### src/rtl/pipelined_subtractor_if.sv
// Handshake and operand/result bundle for the pipelined subtractor.
// The master side drives operands and out_ready; the slave side returns results.
interface pipelined_subtractor_if;
    logic        in_valid;
    logic        in_ready;
    logic [31:0] A;
    logic [31:0] B;
    logic        Bin;
    logic        out_valid;
    logic        out_ready;
    logic [31:0] Diff;
    logic        Bout;
    logic        Ovf;

    modport master (
        output in_valid,
        output A,
        output B,
        output Bin,
        output out_ready,
        input  in_ready,
        input  out_valid,
        input  Diff,
        input  Bout,
        input  Ovf
    );

    modport slave (
        input  in_valid,
        input  A,
        input  B,
        input  Bin,
        input  out_ready,
        output in_ready,
        output out_valid,
        output Diff,
        output Bout,
        output Ovf
    );
endinterface

### src/rtl/pipelined_subtractor.sv
// 32-bit A - B - Bin computed as A + ~B + ~Bin, one byte per stage over four stages,
// behind an operand capture register; the whole pipeline freezes on output backpressure.
module pipelined_subtractor (
    input  logic                  clk,
    input  logic                  rst,
    pipelined_subtractor_if.slave bus
);
    typedef struct packed {
        logic        v;
        logic [31:0] a;
        logic [31:0] nb;
        logic [31:0] d;
        logic        c;
    } stage_t;

    // 8-bit carry lookahead: every carry is a flat OR of generate/propagate terms.
    function automatic logic [8:0] cla8(input logic [7:0] a, input logic [7:0] b,
                                        input logic cin);
        logic [7:0] g;
        logic [7:0] p;
        logic [8:0] c;
        logic       term;
        g    = a & b;
        p    = a ^ b;
        c    = '0;
        c[0] = cin;
        for (int i = 0; i < 8; i++) begin
            term = cin;
            for (int j = 0; j <= i; j++) begin
                term = term & p[j];
            end
            c[i+1] = term;
            for (int j = 0; j <= i; j++) begin
                term = g[j];
                for (int m = j + 1; m <= i; m++) begin
                    term = term & p[m];
                end
                c[i+1] = c[i+1] | term;
            end
        end
        return {c[8], p ^ c[7:0]};
    endfunction

    stage_t       in_q;
    stage_t       in_d;
    stage_t [3:0] st_q;
    stage_t [3:0] st_d;
    logic         bout_q;
    logic         bout_d;
    logic         ovf_q;
    logic         ovf_d;
    logic         stall;
    logic         accept;
    stage_t       src;
    logic [8:0]   slice;

    assign stall        = st_q[3].v && !bus.out_ready;
    assign bus.in_ready = !stall && !rst;
    assign accept       = bus.in_valid && bus.in_ready;

    always_comb begin
        in_d   = in_q;
        st_d   = st_q;
        bout_d = bout_q;
        ovf_d  = ovf_q;
        src    = in_q;
        slice  = '0;
        if (!stall) begin
            // Bubbles load zeros so idle outputs stay deterministic.
            in_d = '0;
            if (accept) begin
                in_d.v  = 1'b1;
                in_d.a  = bus.A;
                in_d.nb = ~bus.B;
                in_d.c  = ~bus.Bin;
            end
            for (int k = 0; k < 4; k++) begin
                slice               = cla8(src.a[8*k +: 8], src.nb[8*k +: 8], src.c);
                st_d[k]             = src;
                st_d[k].d[8*k +: 8] = slice[7:0];
                st_d[k].c           = slice[8];
                src                 = st_q[k];
            end
            bout_d = st_d[3].v && !st_d[3].c;
            ovf_d  = st_d[3].v && (st_d[3].a[31] == st_d[3].nb[31]) &&
                     (st_d[3].d[31] != st_d[3].a[31]);
        end
    end

    always_ff @(posedge clk) begin
        if (rst) begin
            in_q   <= '0;
            st_q   <= '0;
            bout_q <= 1'b0;
            ovf_q  <= 1'b0;
        end else begin
            in_q   <= in_d;
            st_q   <= st_d;
            bout_q <= bout_d;
            ovf_q  <= ovf_d;
        end
    end

    assign bus.out_valid = st_q[3].v;
    assign bus.Diff      = st_q[3].d;
    assign bus.Bout      = bout_q;
    assign bus.Ovf       = ovf_q;
endmodule

### src/flat_wrapper.sv
// flat-port wrapper written by rule: the top's interface ports become plain ports
module pipelined_subtractor_flat 
  (clk, rst, bus_in_valid, bus_A, bus_B, bus_Bin, bus_out_ready, bus_in_ready, bus_out_valid, bus_Diff, bus_Bout, bus_Ovf);
  pipelined_subtractor_if bus_i ();
  input  logic clk;
  input  logic rst;
  input wire logic [$bits(bus_i.in_valid)-1:0] bus_in_valid;
  input wire logic [$bits(bus_i.A)-1:0] bus_A;
  input wire logic [$bits(bus_i.B)-1:0] bus_B;
  input wire logic [$bits(bus_i.Bin)-1:0] bus_Bin;
  input wire logic [$bits(bus_i.out_ready)-1:0] bus_out_ready;
  output wire logic [$bits(bus_i.in_ready)-1:0] bus_in_ready;
  output wire logic [$bits(bus_i.out_valid)-1:0] bus_out_valid;
  output wire logic [$bits(bus_i.Diff)-1:0] bus_Diff;
  output wire logic [$bits(bus_i.Bout)-1:0] bus_Bout;
  output wire logic [$bits(bus_i.Ovf)-1:0] bus_Ovf;
  assign bus_i.in_valid = bus_in_valid;
  assign bus_i.A = bus_A;
  assign bus_i.B = bus_B;
  assign bus_i.Bin = bus_Bin;
  assign bus_i.out_ready = bus_out_ready;
  assign bus_in_ready = bus_i.in_ready;
  assign bus_out_valid = bus_i.out_valid;
  assign bus_Diff = bus_i.Diff;
  assign bus_Bout = bus_i.Bout;
  assign bus_Ovf = bus_i.Ovf;
  pipelined_subtractor u_core (.clk(clk), .rst(rst), .bus(bus_i));
endmodule
### config.mk
export PLATFORM = sky130hd
export DESIGN_NAME = pipelined_subtractor_flat
export DESIGN_NICKNAME = d
export VERILOG_FILES = /design/src/rtl/pipelined_subtractor_if.sv /design/src/rtl/pipelined_subtractor.sv /design/src/flat_wrapper.sv
export SDC_FILE = /design/constraint.sdc
export NUM_CORES = 1
export LEC_CHECK = 0
export CAP_MARGIN = 40
export CORE_MARGIN = 2
export CORE_UTILIZATION = 40
export CTS_BUF_LIST = sky130_fd_sc_hd__clkbuf_16
export CTS_CLUSTER_SIZE = 30
export DETAILED_ROUTE_END_ITERATION = 6
export SYNTH_ARGS = -nofsm -noshare
export SYNTH_HDL_FRONTEND = slang
export SYNTH_SLANG_ARGS = --single-unit
### constraint.sdc
create_clock -name clk -period 2.15 [get_ports clk]
set_input_delay 0.215 -clock clk [delete_from_list [all_inputs] [get_ports clk]]
set_output_delay 0.215 -clock clk [all_outputs]
set_load 0.02 [all_outputs]
==> flow_summary.ini <==
[floorplan]
boundaryPins = 105
fp.dieArea_um2 = 26100
start_util_pct = 40.8
core_um2 = 24300
die_h_um = 161
dieWidth_um = 161
num_rows = 57

[drt]
vias = 7653
route.detailed.drc = 0
detail-route-antenna-nets = 0
drt_iter0_markers = 437
wl_mm = 21.8
wl_per_cell_um = 14.1
drt_first_pass_iters = 5
vias_per_cell = 4.95

[critical_path]
worstPathRequired_ns = 1.93
path_cells = nand2b_4 -> nand2_4 -> inv_4 -> clkdlybuf4s50_1
path_class = reg -> out
arrival_ns = 1.84
crit_fanout = 6
slowest_stage = clkdlybuf4s50_1
slowest_delay_ns = 0.69
cp-start-kind = flip-flop
r2r_cells = 6
worstSetupEndpointType = output port

[clocking]
cts.clk_slew.worst_paths_ns = 0.06
tritoncts = done
cts.sinks = 251
cts_buffer_depth = 3
cts-root-buf = clkbuf_16
cts.hold.buffers_added = 0
postCtsSetupRepairBufs = 0
cts_buffers = 27
h-tree-depth = 1
clock_latency_ns = 0.52

[timing]
skew_ns = 0.00859
fin_crit_sh_pct = 95.8
slew_viol_final = 0
fin_ws_ns = 0.0909
post-route-min-period_ns = 2.06
relSlewSlack_pct = 41.9
hold_viol_final = 0
worst_pin_slew_ns = 0.872
setup_viol = 0
fmax_mhz = 486
finalSetupTns_ns = 0
rsz0062_at_grt = false

[place]
gp_congestion = 0.791
dp.cells = 1500
numPortBuffers = 104
post-place-ws_ns = 0.119
dp_hpwl_mm = 14.9

[min_path]
hold_path.class = in -> reg
whs_path_depth = 4

[final_layout]
final_cells = 1545
nFillCells = 2437
syn_to_final_growth_pct = 19.6
multi_input_comb_area_um2 = 4280
drive_above_1_share_pct = 6.22
final_cell_mix = nand2_1 (354), dfxtp_1 (250), a21oi_1 (173), clkdlybuf4s50_1 (103), o21ai_0 (50)
antenna_cells = 0
seq_area_um2 = 5030
final_common_cell = nand2_1
nNetsFinal = 1314

[logic_synthesis]
post_synth_num_cell_types = 50
synth_fp_nets = 1266
synth.ff_latch_count = 251
synth_warnings = 0
synthArstFlopShare_pct = 0
synth_cells = 1157
yosysSeqAreaShare_pct = 50.7
synth-edff-count = 0
syn_area_per_cell_um2 = 8.57
netlist_area_um2 = 9920
synthFlopType = dfxtp_1

[flow_run]
cap_viol_max_count = 0

[pwr]
vdd_ir_drop_max_mv = 0.507
leakage_nw = 4.48
total_power_mw = 9.75
power.density_nw_per_um2 = 822

[global_route]
grt_usage_pct = 16.8
antenna_found_initial = 0
grt_pass1_vias = 7230
grt-ovfl-total = 0
grt_pass1_wl_mm = 36.6
grt_max_degree = 84

[run_status]
status = complete, no violations
==> cells in the mapped netlist, types with 2 or more instances <==
| cell | n | area, um2 |
|---|---|---|
| xnor2_1 | 4 | 35.0 |
| nand2_1 | 354 | 1330 |
| o2111ai_1 | 3 | 26.3 |
| nor3b_1 | 2 | 15.0 |
| nor4b_1 | 3 | 26.3 |
| o21ai_0 | 50 | 250 |
| buf_2 | 40 | 200 |
| inv_1 | 5 | 18.8 |
| nor2_1 | 11 | 41.3 |
| o211ai_2 | 4 | 50.1 |
| nand3_1 | 17 | 85.1 |
| a21o_1 | 8 | 60.1 |
| a211oi_1 | 4 | 30.0 |
| fa_1 | 4 | 80.1 |
| and3_1 | 3 | 18.8 |
| ha_1 | 36 | 450 |
| a22o_1 | 34 | 298 |
| buf_1 | 8 | 30.0 |
| a221oi_1 | 3 | 26.3 |
| or4_1 | 4 | 30.0 |
| dfxtp_1 | 251 | 5020 |
| buf_6 | 4 | 45.0 |
| nand2b_1 | 4 | 25.0 |
| clkbuf_1 | 24 | 90.1 |
| nand3b_1 | 6 | 45.0 |
| nor3_1 | 12 | 60.1 |
| or3_1 | 17 | 106 |
| o21a_1 | 4 | 30.0 |
| a32o_1 | 7 | 70.1 |
| o211ai_1 | 2 | 15.0 |
| a21oi_2 | 5 | 43.8 |
| a21oi_1 | 173 | 866 |
| buf_4 | 32 | 240 |
| a21boi_0 | 3 | 22.5 |
==> per-stage QoR <==
stage	hold slack, ns	util, %	area, um2
2_1_floorplan	0.329	-	9920
3_3_place_gp	0.439	45.3	11000
3_5_place_dp	0.445	45.3	11000
4_1_cts	0.101	48.7	11900
5_1_grt	0.135	48.7	11900
6_report	0.117	48.7	11900
==> critical path, delay by kind of cell (launching register included) <==
kind	cells	cell delay (ns)
buffers and inverters	2	0.80
AND/OR/NAND/NOR	2	0.17
flip-flops	1	0.35
==> registers in the layout, summed over array words and instances (netlist names) <==
signal / count
u_core.st_q: 150
u_core.in_q: 66
u_core.bus.Diff: 32
u_core.bus.Bout: 1
u_core.bus.Ovf: 1
u_core.bus.out_valid: 1
==> routing by layer <==
metal | vias up | wire length [um] | global-route usage [%]
met3 | 30 | 755 | 2.34
li1 | 4012 | - | -
met5 | - | 0 | 0
met1 | 3490 | 11300 | 25.2
met4 | 0 | 412 | 3.81
met2 | 121 | 9250 | 25.5
==> cell families after synthesis <==
kind of cell	synth area share [%]
adders and majority gates	5.35
xor gates and xnor gates	0.353
and+or+nand+nor	18.4
DFF	50.7
AOI/OAI and AO/OA	18.9
buffers and inverters	6.36
==> path summary, 6_finish.rpt <==
path / slack, ns / startpoint / to
setup reg to reg: 0.13 / u_core.st_q[253] / u_core.bus.Diff[31]
hold reg to reg: 0.45 / u_core.st_q[62] / u_core.st_q[62]
hold / removal: 0.12 / rst / u_core.in_q[58]
setup / recovery: 0.09 / u_core.bus.out_valid / bus_in_ready
==> what timing repair did <==
action                                  in CTS  in global routing
endpoints found under the hold margin        0                  0
endpoints found under the setup margin       0                  1
gates resized for setup                      0                  1
==> power by group <==
group	total (mW)	leakage (nW)	internal (mW)	switching (mW)
registers	4.87	2.04	4.79	0.0785
logic	0.505	2.02	0.256	0.249
clock network	4.38	0.422	2.62	1.76
total	9.75	4.48	7.66	2.09
==> layout make-up <==
cell class | instances | share of cell area (%)
clock buffers | 27 | 5.70
clock inverters | 18 | 1.32
inverters | 6 | 0.211
multi-input cells | 792 | 36.1
flip-flops and latches | 251 | 42.4
well taps | 324 | 3.42
repair buffers | 127 | 10.8
No activity file was read; power rests on OpenSTA's default activity.
